### src/rtl/store_scheduler.sv
// -----------------------------------------------------------------------------
// store_scheduler
//
// Debounces the store push-button and, once per accepted press, hands a
// single-cycle store pulse to one of three flip-flop demos (D, JK, T) using a
// round-robin pointer. The button is synchronized, debounced on both press
// and release, and a press that finds no requester raises a one-cycle miss.
//
// Optional feature (macro STORE_AUTO_REPEAT_EN):
//   When defined, holding the button keeps issuing grants every
//   REPEAT_CYCLES held cycles. When undefined, exactly one grant per press
//   and the repeat counter does not exist.
//
// Parameters:
//   DEBOUNCE_CYCLES  stable cycles needed to accept a press / release (>= 2)
//   REPEAT_CYCLES    held cycles between auto-repeat grants (>= 2)
//
// Ports:
//   clk        in   system clock, rising edge
//   rst_n      in   asynchronous active-low reset
//   btn_raw    in   raw bouncing button, asynchronous to clk
//   req[2:0]   in   store requests: bit0 D-FF, bit1 JK-FF, bit2 T-FF
//   store[2:0] out  one-hot single-cycle store pulse to the granted FF
//   grant_idx  out  last granted index, 3 = nothing granted since reset
//   miss       out  one-cycle pulse when an accepted press finds req == 0
//   busy       out  high whenever the FSM is outside IDLE
// -----------------------------------------------------------------------------
module store_scheduler #(
  parameter int DEBOUNCE_CYCLES = 1000000,
  parameter int REPEAT_CYCLES   = 50000000
) (
  input  logic       clk,
  input  logic       rst_n,
  input  logic       btn_raw,
  input  logic [2:0] req,
  output logic [2:0] store,
  output logic [1:0] grant_idx,
  output logic       miss,
  output logic       busy
);

  // One counter width covers both debounce and repeat ranges.
  localparam int CNT_MAX = (DEBOUNCE_CYCLES > REPEAT_CYCLES) ? DEBOUNCE_CYCLES : REPEAT_CYCLES;
  localparam int CNT_W   = $clog2(CNT_MAX + 1);

  localparam logic [CNT_W-1:0] DB_LAST = CNT_W'(DEBOUNCE_CYCLES - 1);
  localparam logic [CNT_W-1:0] CNT_SAT = {CNT_W{1'b1}};
`ifdef STORE_AUTO_REPEAT_EN
  localparam logic [CNT_W-1:0] RPT_LAST = CNT_W'(REPEAT_CYCLES - 1);
`endif

  typedef enum logic [2:0] {
    IDLE       = 3'd0,
    PRESS_DB   = 3'd1,
    ISSUE      = 3'd2,
    HELD       = 3'd3,
    RELEASE_DB = 3'd4
  } state_t;

  state_t           state_reg, state_next;
  logic [1:0]       sync_reg;
  logic             btn;
  logic [CNT_W-1:0] db_cnt_reg, db_cnt_next;
`ifdef STORE_AUTO_REPEAT_EN
  logic [CNT_W-1:0] rpt_cnt_reg, rpt_cnt_next;
`endif
  logic [1:0]       ptr_reg;
  logic [1:0]       grant_idx_reg;

  logic             issue_cyc;
  logic [2:0]       rot;
  logic             pick_valid;
  logic [1:0]       pick_off;
  logic [1:0]       pick_idx;

  // Counters never wrap: the FSM bounds them, but a stuck value is safer
  // than a wrap if a parameter is ever set outside its intended range.
  function automatic logic [CNT_W-1:0] sat_inc(input logic [CNT_W-1:0] c);
    return (c == CNT_SAT) ? c : c + 1'b1;
  endfunction

  function automatic logic [1:0] add_mod3(input logic [1:0] a, input logic [1:0] b);
    logic [2:0] s;
    s = {1'b0, a} + {1'b0, b};
    if (s >= 3'd3) s = s - 3'd3;
    return s[1:0];
  endfunction

  // ---------------------------------------------------------------------------
  // Two-flop synchronizer for the asynchronous button
  // ---------------------------------------------------------------------------
  always_ff @(posedge clk or negedge rst_n) begin
    if (!rst_n) begin
      sync_reg <= 2'b00;
    end else begin
      sync_reg <= {sync_reg[0], btn_raw};
    end
  end

  assign btn = sync_reg[1];

  // ---------------------------------------------------------------------------
  // Round-robin pick: rotate req so rot[0] is the requester at ptr, take the
  // lowest set bit of the rotated vector, then rotate the offset back.
  // ---------------------------------------------------------------------------
  always_comb begin
    case (ptr_reg)
      2'd1:    rot = {req[0], req[2], req[1]};
      2'd2:    rot = {req[1], req[0], req[2]};
      default: rot = req;
    endcase
    pick_valid = |req;
    if (rot[0])      pick_off = 2'd0;
    else if (rot[1]) pick_off = 2'd1;
    else             pick_off = 2'd2;
    pick_idx = add_mod3(ptr_reg, pick_off);
  end

  assign issue_cyc = (state_reg == ISSUE);

  // req only matters in the ISSUE cycle, so store/miss are gated by it.
  for (genvar gi = 0; gi < 3; gi++) begin : g_store
    assign store[gi] = issue_cyc && pick_valid && (pick_idx == 2'(gi));
  end

  assign miss      = issue_cyc && !pick_valid;
  assign busy      = (state_reg != IDLE);
  assign grant_idx = grant_idx_reg;

  // ---------------------------------------------------------------------------
  // Next-state logic
  // ---------------------------------------------------------------------------
  always_comb begin
    state_next  = state_reg;
    db_cnt_next = db_cnt_reg;
`ifdef STORE_AUTO_REPEAT_EN
    rpt_cnt_next = rpt_cnt_reg;
`endif
    case (state_reg)
      IDLE: begin
        if (btn) begin
          state_next  = PRESS_DB;
          db_cnt_next = '0;
        end
      end
      PRESS_DB: begin
        if (!btn) begin
          state_next = IDLE;
        end else if (db_cnt_reg == DB_LAST) begin
          state_next = ISSUE;
        end else begin
          db_cnt_next = sat_inc(db_cnt_reg);
        end
      end
      ISSUE: begin
        // Single-cycle state; the repeat count restarts on every HELD entry.
        state_next = HELD;
`ifdef STORE_AUTO_REPEAT_EN
        rpt_cnt_next = '0;
`endif
      end
      HELD: begin
        if (!btn) begin
          state_next  = RELEASE_DB;
          db_cnt_next = '0;
        end
`ifdef STORE_AUTO_REPEAT_EN
        else if (rpt_cnt_reg == RPT_LAST) begin
          state_next = ISSUE;
        end else begin
          rpt_cnt_next = sat_inc(rpt_cnt_reg);
        end
`endif
      end
      RELEASE_DB: begin
        if (btn) begin
          // Bounce during release: still held, restart the hold timing.
          state_next = HELD;
`ifdef STORE_AUTO_REPEAT_EN
          rpt_cnt_next = '0;
`endif
        end else if (db_cnt_reg == DB_LAST) begin
          state_next = IDLE;
        end else begin
          db_cnt_next = sat_inc(db_cnt_reg);
        end
      end
      default: begin
        state_next = IDLE;
      end
    endcase
  end

  // ---------------------------------------------------------------------------
  // State, counters, pointer and grant registers
  // ---------------------------------------------------------------------------
  always_ff @(posedge clk or negedge rst_n) begin
    if (!rst_n) begin
      state_reg     <= IDLE;
      db_cnt_reg    <= '0;
      ptr_reg       <= 2'd0;
      grant_idx_reg <= 2'd3;
    end else begin
      state_reg  <= state_next;
      db_cnt_reg <= db_cnt_next;
      // A miss leaves pointer and last grant untouched.
      if (issue_cyc && pick_valid) begin
        grant_idx_reg <= pick_idx;
        ptr_reg       <= add_mod3(pick_idx, 2'd1);
      end
    end
  end

`ifdef STORE_AUTO_REPEAT_EN
  always_ff @(posedge clk or negedge rst_n) begin
    if (!rst_n) begin
      rpt_cnt_reg <= '0;
    end else begin
      rpt_cnt_reg <= rpt_cnt_next;
    end
  end
`endif

endmodule

### config.mk
export PLATFORM = sky130hd
export DESIGN_NAME = store_scheduler
export DESIGN_NICKNAME = d
export VERILOG_FILES = /design/src/rtl/store_scheduler.sv
export SDC_FILE = /design/constraint.sdc
export NUM_CORES = 1
export LEC_CHECK = 0
export BUFFER_PORTS_ARGS = -buffer_cell sky130_fd_sc_hd__buf_2
export CELL_PAD_IN_SITES_DETAIL_PLACEMENT = 2
export CELL_PAD_IN_SITES_GLOBAL_PLACEMENT = 2
export CORE_MARGIN = 2
export CORE_UTILIZATION = 41
export DETAILED_ROUTE_END_ITERATION = 8
export PLACE_DENSITY_LB_ADDON = 0.1
export RECOVER_POWER = 100
export SLEW_MARGIN = 20
export SYNTH_ARGS = -nofsm -noshare
export SYNTH_HDL_FRONTEND = slang
export SYNTH_SLANG_ARGS = --single-unit
### constraint.sdc
create_clock -name clk -period 7.2 [get_ports clk]
set_input_delay 0 -clock clk [delete_from_list [all_inputs] [get_ports clk]]
set_output_delay 0 -clock clk [all_outputs]
set_load 0.1 [all_outputs]
==> results.yml <==
drt:
  antenna_left: 0
  vias_per_cell: 6.201
  vias: 1978
  wl_um: 6692
  wl_per_cell_um: 20.98
  drt_pre_antenna_iters: 4
  drt_iter0_drc: 67
  drc_errors: 0
sta:
  rsz0062_at_grt: "no"
  tns_ps: 0
  setup_viol: 0
  slew_headroom_pct: -34.54
  post-route-period-util_pct: 59.32
  final-hold-violation-count: 0
  max_freq_ghz: 0.2341
  fin_ws_ps: 2929
  slew_violations: 36
  worst-slew-pin-transition_ps: 2018
  min_period_ps: 4271
  skew_ps: 8.207
synthesis:
  synthMuxAreaShare_pct: 1.472
  async_reset_ff_share_pct: 100.0
  synth_top_area_cell: "dfrtp_1"
  synthTopCellsByArea: "dfrtp_1, ha_1, o211ai_1"
  synth_ff_type: "dfrtp_1"
  synth_top_family_by_area: "simple AND/OR/NAND/NOR gates"
  yosys.area_share.simple_pct: 25.99
  ys_seq_area_share_pct: 39.75
  synth_fa_ha_area_share_pct: 5.436
  synth_cell_type_count: 52
  synth_cells: 237
  synth_xor_area_share_pct: 0
  synthDominantCellAreaShare_pct: 37.37
  yosys_warnings: 0
  synth-seq-cells: 35
  synth-edff-count: 0
  synth_nets: 252
  yosys-top-cells-count: "dfrtp_1, nand2_1, nand3_1"
  synth_most_common_cell: "dfrtp_1"
  synth_compound_area_share_pct: 22.71
  syn_area_per_cell_sq_um: 9.323
  netlist_area_sq_um: 2210
run:
  maxCapViolCount: 1
floorplanning:
  fp.dieArea_sq_um: 5992
  initial_core_util_pct: 42.99
  core_area_sq_um: 5140
  die_x_um: 77.41
  rows: 26
  fp.dieH_um: 77.41
  io-pin-count: 13
global_route:
  grt_pass1_wl_um: 11280
  track_usage_pct: 24.20
  antenna_found_initial: 0
  grt_max_degree: 36
  busiest_layer: "met2"
  grt_pass1_vias: 2182
  met1_usage_pct: 29.32
  gr-usage-met2_pct: 43.39
  grtUsageMet3_pct: 3.605
  grt.overflow.total: 0
setup_path:
  cp_max_fo: 4
  cp-end-kind: "output port"
  crit_cells: 17
  crit_type: "reg2out"
  slowest_delay_ps: 870
  critPathRequiredTime_ps: 7200
  r2r_start: "ptr_reg[1]"
  cp.arrival_ps: 4270
  crit_end: "store[2]"
  reg2regPathDepth: 18
  r2r_end: "ptr_reg[1]"
  ff2ff_setup_slack_ps: 3620
  cp_num_buf_inv: 4
  cp_slowest_cell: "clkbuf_1"
  crit_chain: "inv_1, ha_1, nand2_1, o21ai_0, a21oi_1, a21oi_1, ha_1, inv_1, fa_1, inv_1, ha_1, nor2b_1, a21oi_1, a21oi_1, ha_1, and2_1, clkbuf_1"
  crit_path_start_kind: "flip-flop"
  critPathTopFamily: "adder cells"
  startpoint: "ptr_reg[1]"
pwr:
  p_switching_uw: 161.2
  sw_frac_of_total_pct: 34.46
  powerDensity_nw_per_um2: 196.8
  pwr-share-seq_pct: 46.6
  p_comb_share_pct: 22.5
  vdd_drop_max_uv: 74.13
  internal-power_uw: 306.6
  p_clk_share_pct: 30.8
  leakage_uw: 0.0009355
clock_network:
  root_buffer: "clkbuf_8"
  clockBufferDepth: 2
  cts_tree: "yes"
  numCtsBuffers: 5
  cts.htree.levels: 2
  cts.sinks: 35
  cts.reportedPaths.clkPinSlew_ps: 80
  post_cts_buffers: 0
  clock_latency_ps: 300
layout:
  diodes: 0
  largest_reg_flops: 26
  area.growth.synth_to_final_pct: 7.588
  final_cells: 319
  n_fill_cell: 608
  fin_util_pct: 46.25
  finish.net_count: 263
  drive_gt1_share_pct: 8.434
placed_design:
  portBuffers: 12
  gp_congestion: 0.7894
  dp_worst_setup_slack_ps: 3615
  dp_hpwl_um: 4905
  dp_cells: 309
min_path:
  hold_path.class: "in2reg"
  min-delay-start: "btn_raw"
status:
  status: "finished with violations"
  violations: "max-capacitance violations, max-slew violations"
layout by cell type, fill, tap and decap left out, types with 4 or more instances in the layout:
master / instances
dfrtp_1: 33
nand2_1: 24
nand3_1: 15
o311ai_0: 6
nand2b_1: 5
nand4_1: 7
buf_2: 4
clkbuf_1: 8
nor2_1: 9
inv_1: 13
o21ai_0: 7
o41ai_1: 6
o211ai_1: 13
clkbuf_8: 5
ha_1: 8
a21o_1: 7
a21oi_1: 9
o31ai_1: 13
power groups by stage:
stage	clock network (uW)	registers (uW)	logic, uW
finish	144	218	105
global route	154	220	120
CTS	147	218	107
detailed placement	0	221	106
global placement	0	220	90.9
floorplan	0	225	67.1
worst min-delay path by stage:
stage	cells after the start	slack, ps	to
floorplan	0	-300	db_cnt_reg[0]
global placement	1	110	sync_reg[0]
detailed placement	1	120	sync_reg[0]
CTS	2	340	sync_reg[0]
global route	2	360	sync_reg[0]
finish	2	350	sync_reg[0]
metrics by stage:
| stage | area (sq um) | hold slack [ps] | total power, uW |
|---|---|---|---|
| 6_report | 2377 | 346.1 | 467.8 |
| 5_1_grt | 2377 | 356.1 | 494.2 |
| 4_1_cts | 2407 | 343.4 | 471.9 |
| 3_5_place_dp | 2303 | 119.4 | 326.7 |
| 3_3_place_gp | 2303 | 110.1 | 311.1 |
| 2_1_floorplan | 2210 | -295.6 | 291.7 |
metal layers:
layer / up-vias / wire length, um / part of all wire (%)
met4: 0 / 147 / 2.2
li1: 922 / - / -
met1: 1020 / 2866 / 43
met5: - / 0 / 0
met3: 13 / 129 / 1.9
met2: 23 / 3549 / 53
worst reg2reg max path, cell delays in order, from the launching register on:
cell      delay (ps)
dfrtp_1          380
inv_1            140
ha_1             250
nand2_1           70
o21ai_0          160
a21oi_1           90
a21oi_1          140
ha_1             160
inv_1             50
fa_1             520
inv_1             60
ha_1             180
nor2b_1          240
a21oi_1          130
a21oi_1          240
inv_1            120
ha_1             190
and2_0           160
o21bai_1         160
layout make-up:
cell class	instances	area, sq um	share of cell area [%]
clock buffer	5	68.82	2.895
sequential	35	878.3	36.95
clock inverter	3	15.01	0.6316
timing repair buffer	14	70.07	2.947
tap	70	87.58	3.684
multi-input combinational	179	1209	50.84
inverter	13	48.80	2.053
cells by family after synthesis:
family	after synthesis
and+or+nand+nor	97
AOI/OAI and AO/OA	70
DFF	35
buffers and inverters	23
muxes	3
adders and majority gates	9
timing repair:
action	4_1_cts	5_1_grt
hold endpoints to repair	34	0
hold buffers	2	0
gates resized for setup	0	0
Power figures use the tool's default switching activity.
